<file path="src/rtl/apb_irq_ctrl.sv">
// apb_irq_ctrl: fixed-priority interrupt controller with APB claim/complete interface
module apb_irq_ctrl #(
    parameter int NSRC = 15,
    parameter int IDW  = $clog2(NSRC + 1)
) (
    input  logic            clk,
    input  logic            rst,
    input  logic [31:0]     paddr,
    input  logic            psel,
    input  logic            penable,
    input  logic            pwrite,
    input  logic [31:0]     pwdata,
    output logic [31:0]     prdata,
    output logic            pready,
    output logic            pslverr,
    input  logic [NSRC-1:0] irq_src,
    output logic            irq_o
);
    logic [NSRC-1:0] pending, enable, trigger, inservice, src_q;
    logic [NSRC-1:0] eligible, set_v, clm, cmp;
    logic [IDW-1:0]  claim_id, claim_id_q;
    logic            access, rd, wr;
    logic [2:0]      addr;
    logic            unused_addr;

    assign access      = psel & penable;
    assign rd          = access & ~pwrite;
    assign wr          = access & pwrite;
    assign addr        = paddr[4:2];
    assign unused_addr = ^{paddr[31:5], paddr[1:0]};
    assign pready      = 1'b1;
    assign pslverr     = access & (addr > 3'd4);
    assign eligible    = pending & enable & ~inservice;
    // an edge source only pends when the previous sample was low
    assign set_v       = irq_src & ~inservice & ~(trigger & src_q);
    assign prdata      = !rd          ? '0 :
                         addr == 3'd0 ? 32'(pending) :
                         addr == 3'd1 ? 32'(enable) :
                         addr == 3'd2 ? 32'(trigger) :
                         addr == 3'd3 ? 32'(claim_id_q) : '0;

    // lowest eligible index wins; scanning downward leaves the lowest match last
    always_comb begin
        claim_id = '0;
        for (int i = NSRC - 1; i >= 0; i--)
            if (eligible[i]) claim_id = IDW'(i + 1);
    end

    // per-source claim and complete strobes decoded from the current access
    always_comb begin
        clm = '0;
        cmp = '0;
        for (int i = 0; i < NSRC; i++) begin
            clm[i] = rd && addr == 3'd3 && claim_id_q == IDW'(i + 1);
            cmp[i] = wr && addr == 3'd4 && pwdata == 32'(i + 1);
        end
    end

    // state update; a claim clear overrides a same-cycle pend
    always_ff @(posedge clk) begin
        if (rst) begin
            pending    <= '0;
            enable     <= '0;
            trigger    <= '0;
            inservice  <= '0;
            src_q      <= '0;
            claim_id_q <= '0;
            irq_o      <= 1'b0;
        end else begin
            src_q      <= irq_src;
            pending    <= (pending | set_v) & ~clm;
            inservice  <= (inservice | clm) & ~cmp;
            claim_id_q <= claim_id;
            irq_o      <= |eligible;
            if (wr && addr == 3'd1) enable  <= pwdata[NSRC-1:0];
            if (wr && addr == 3'd2) trigger <= pwdata[NSRC-1:0];
        end
    end
endmodule
</file>
<file path="config.mk">
export PLATFORM = sky130hd
export DESIGN_NAME = apb_irq_ctrl
export DESIGN_NICKNAME = d
export VERILOG_FILES = /design/src/rtl/apb_irq_ctrl.sv
export SDC_FILE = /design/constraint.sdc
export NUM_CORES = 1
export LEC_CHECK = 0
export BUFFER_PORTS_ARGS = -buffer_cell sky130_fd_sc_hd__buf_2
export CORE_MARGIN = 3
export CORE_UTILIZATION = 45
export CTS_CLUSTER_SIZE = 14
export DETAILED_ROUTE_END_ITERATION = 12
export PLACE_DENSITY = 0.72
export SYNTH_ARGS = -nofsm -noshare
export SYNTH_HDL_FRONTEND = slang
export SYNTH_SLANG_ARGS = --single-unit
</file>
<file path="constraint.sdc">
create_clock -name clk -period 2.1 [get_ports clk]
set_input_delay 0.21 -clock clk [delete_from_list [all_inputs] [get_ports clk]]
set_output_delay 0.21 -clock clk [all_outputs]
set_load 0.02 [all_outputs]
</file>
==> summary.md <==
| Metric | Value |
|---|---|
| Post-Syn Instances | `between 400 and 500` |
| Slew margin rel. | `63.6%` |
| IO Count | `119` |
| Crit path kind | `in2out` |
| Critical Path Sink Type | `output port` |
| Fillers | `approximately 760` |
| Tot Pwr | `3.02 mW` |
| Initial antenna violation count | `0` |
| Final setup TNS | `0 ns` |
| Worst Skew | `between 0.01 and 0.015 ns` |
| Yosys cell types | `45` |
| Crit path DAT | `1.59 ns` |
| Reg clk slew, reported paths | `0.09 ns` |
| CP Data Required Time | `1.89 ns` |
| #FFs+latches synth | `80` |
| Slew Viols, Final | `0` |
| Vias in the first global route | `3318` |
| CP max FO | `15` |
| Pwr dens | `about 700 nW/um2` |
| Final Hold Vio Count | `0` |
| RD Place Congestion | `0.885` |
| Max-Cap Viols | `0` |
| VDD IR max | `0.000480 V` |
| Max Fclk | `555 MHz` |
| Nets | `601` |
| Pin count of the biggest net entering global routing | `56` |
| Max Used Layer | `met4` |
| Yosys warning total | `0` |
| Leakage | `1.85 nW` |
| Main combinational cell family by area after synthesis | `simple AND/OR/NAND/NOR gates` |
| Drt wl/cell | `17.0 um` |
| DRT Wirelength | `10600 um` |
| Total GRT Usage | `roughly 22%` |
| Layout cells sized above 1 | `roughly a fifth` |
| TritonCTS clock tree | `done` |
| Met3 WL post-DR | `a little over 800 um` |
| HPWL Detailed | `7760 um` |
| DRC viols | `0` |
| Die ar. | `around 9500 um2` |
| Post-synthesis mux area share | `8.34%` |
| Cts bufs inserted | `9` |
| Width of the die | `97.3 um` |
| Sequential cell area | `1600 um2` |
| Initial core utilization | `47.3%` |
| Final ANT Viol Nets | `0` |
| Post-CTS resize count | `0` |
| CTS sink cnt | `80` |
| Seq/Total Area, Yosys | `42.7%` |
| Worst setup SP type | `primary input` |
| Setup-failing EPs final | `0` |
| Clock Tree Buf Depth | `2` |
| Cts hold-fix bufs | `0` |
| Height of the die | `roughly 100 um` |
| Drt via density | `between 5 and 6` |
| Worst Max-Slew Pin Slew | `0.544 ns` |
| Synth Area in Compound Gates | `15.2%` |
| Hold WS | `0.0769 ns` |
| DRT met1 WL | `4620 um` |
| Post-synthesis adder-cell area fraction | `0%` |
| Post-Synth XOR/XNOR Area | `0%` |
| Initial DRC count | `136` |
| Pre-Repair DR Iteration Count | `4` |
| Tmin final | `1.80 ns` |
| Via count | `3421` |
| Post-Synth Simple-Gate Area | `25.6%` |
| I/O Buffers | `71` |
| Worst-Skew Late Latency | `around 0.35 ns` |
| Routed wl met2 | `4970 um` |
| Status | `completed` |
| Area of the multi-input gates | `1910 um2` |
| Antenna diode count | `0` |
| Post-CTS Setup Inserts | `0` |
| Final period util | `a little under nine tenths` |
| Area Overhead vs Synth | `17.1%` |
| GR Overflow Total | `0` |
| Synth Area per Inst | `8.49 um2` |
| CTS Root Buffer Type | `clkbuf_8` |
| # H-tree levels | `3` |
| Mapped Area | `around 3800 um2` |
| HP Class | `in2reg` |
| First-pass GRT wire length | `17000 um` |
| Core Region | `7930 um2` |
| RSZ-0062 raised after global routing | `no` |
| Placement Rows | `32` |
==> cells by family after synthesis <==
logic type      count (synthesis)
buf+inv                        57
mux                            31
other cells                     2
compound gates                 85
flops                          80
simple gates                  187
==> per-stage QoR <==
| stage | instances | setup WS (ns) | cell area (um2) | utilization [%] |
|---|---|---|---|---|
| floorplan | 458 | 0.549 | 3810 | - |
| global placement | 608 | 0.312 | 4190 | 52.9 |
| detailed placement | 608 | 0.199 | 4190 | 52.9 |
| CTS | 624 | 0.360 | 4400 | 55.4 |
| global route | 624 | 0.139 | 4400 | 55.4 |
| finish | 624 | 0.298 | 4400 | 55.4 |
==> per-layer routing <==
layer | vias to the layer above | GRT usage [%]
li1 | 1683 | -
met1 | 1604 | 29.7
met2 | 120 | 36.4
met3 | 14 | 5.17
met4 | 0 | 6.50
met5 | - | 0
==> layout make-up <==
| cell class | count | area share [%] |
|---|---|---|
| well taps | 102 | 2.90 |
| multi-input cells | 321 | 43.5 |
| clock buffers | 9 | 2.82 |
| repair buffers | 86 | 10.9 |
| clock inverters | 7 | 1.79 |
| flip-flops and latches | 80 | 36.4 |
| inverters | 19 | 1.62 |
==> placed cells by master, fill, tap and decap left out, types with 10 or more instances in the layout <==
master,Yosys,final
dfxtp_1,80,80
buf_2,2,71
nor2_1,58,58
nand2_1,34,34
mux2i_1,29,29
nor3_1,25,25
a21oi_1,23,23
nor2b_1,20,20
a31oi_1,19,19
conb_1,2,18
inv_1,17,17
buf_4,20,14
nand3b_1,13,13
o221ai_1,11,11
a211oi_1,10,10
nor4_1,10,10
==> power breakdown <==
group          switching [mW]  internal (mW)  total [mW]
registers              0.0260           1.56        1.58
clock network           0.592          0.564        1.16
logic                   0.179          0.106       0.285
==> worst max-delay path, stage by stage <==
cell      delay (ns)
buf_2           0.30
or2_2           0.42
o22ai_1         0.11
a211oi_1        0.31
buf_2           0.23
==> registers in the layout, indices dropped and copies added (netlist names) <==
signal and flops:
trigger 15, inservice 15, pending 15, src_q 15
enable 15, claim_id_q 4, irq_o 1
==> final timing paths <==
path | start | to | slack (ns) | cells after the start
setup / recovery | paddr[2] | prdata[2] | 0.30 | 5
hold / removal | irq_src[10] | src_q[10]$_SDFF_PP0_ | 0.08 | 2
setup reg to reg | inservice[10]$_SDFF_PP0_ | claim_id_q[2]$_SDFF_PP0_ | 0.40 | 5
hold reg to reg | enable[3]$_SDFFE_PP0P_ | enable[3]$_SDFFE_PP0P_ | 0.52 | 2
==> Yosys cell counts <==
| library cell | instances | area, um2 |
|---|---|---|
| nor3_1 | 25 | 125 |
| o221ai_1 | 11 | 96.3 |
| nand2b_1 | 4 | 25.0 |
| a21boi_0 | 1 | 7.51 |
| o22ai_1 | 3 | 18.8 |
| a21oi_1 | 23 | 115 |
| conb_1 | 2 | 7.51 |
| and4bb_2 | 1 | 12.5 |
| clkbuf_1 | 14 | 52.6 |
| nor4b_1 | 2 | 17.5 |
| o21ai_0 | 2 | 10.0 |
| a31oi_1 | 19 | 119 |
| nor4_1 | 10 | 62.6 |
| o2111a_1 | 1 | 11.3 |
| or2_2 | 1 | 6.26 |
| nor2_1 | 58 | 218 |
| a211oi_1 | 10 | 75.1 |
| nor2_2 | 1 | 6.26 |
| nand4b_1 | 2 | 17.5 |
| nor2b_1 | 20 | 125 |
| a41o_1 | 1 | 10.0 |
| nand3_1 | 6 | 30.0 |
| and4_1 | 1 | 8.76 |
| inv_1 | 17 | 63.8 |
| o21bai_1 | 9 | 67.6 |
| or4_1 | 1 | 7.51 |
| a2111oi_0 | 1 | 8.76 |
| mux2_2 | 2 | 22.5 |
| a41oi_1 | 1 | 8.76 |
| nand4_1 | 1 | 6.26 |
| mux2i_1 | 29 | 290 |
| a221oi_1 | 1 | 8.76 |
| o211ai_1 | 2 | 15.0 |
| nand3b_1 | 13 | 97.6 |
| nor4_4 | 1 | 21.3 |
| nand2_1 | 34 | 128 |
| dfxtp_1 | 80 | 1600 |
| inv_2 | 2 | 7.51 |
| buf_6 | 1 | 11.3 |
| buf_4 | 20 | 150 |
| buf_1 | 1 | 3.75 |
| and3b_1 | 3 | 26.3 |
| and2_1 | 2 | 12.5 |
| and3_1 | 1 | 6.26 |
| buf_2 | 2 | 10.0 |
No activity file was read; power rests on OpenSTA's default activity.
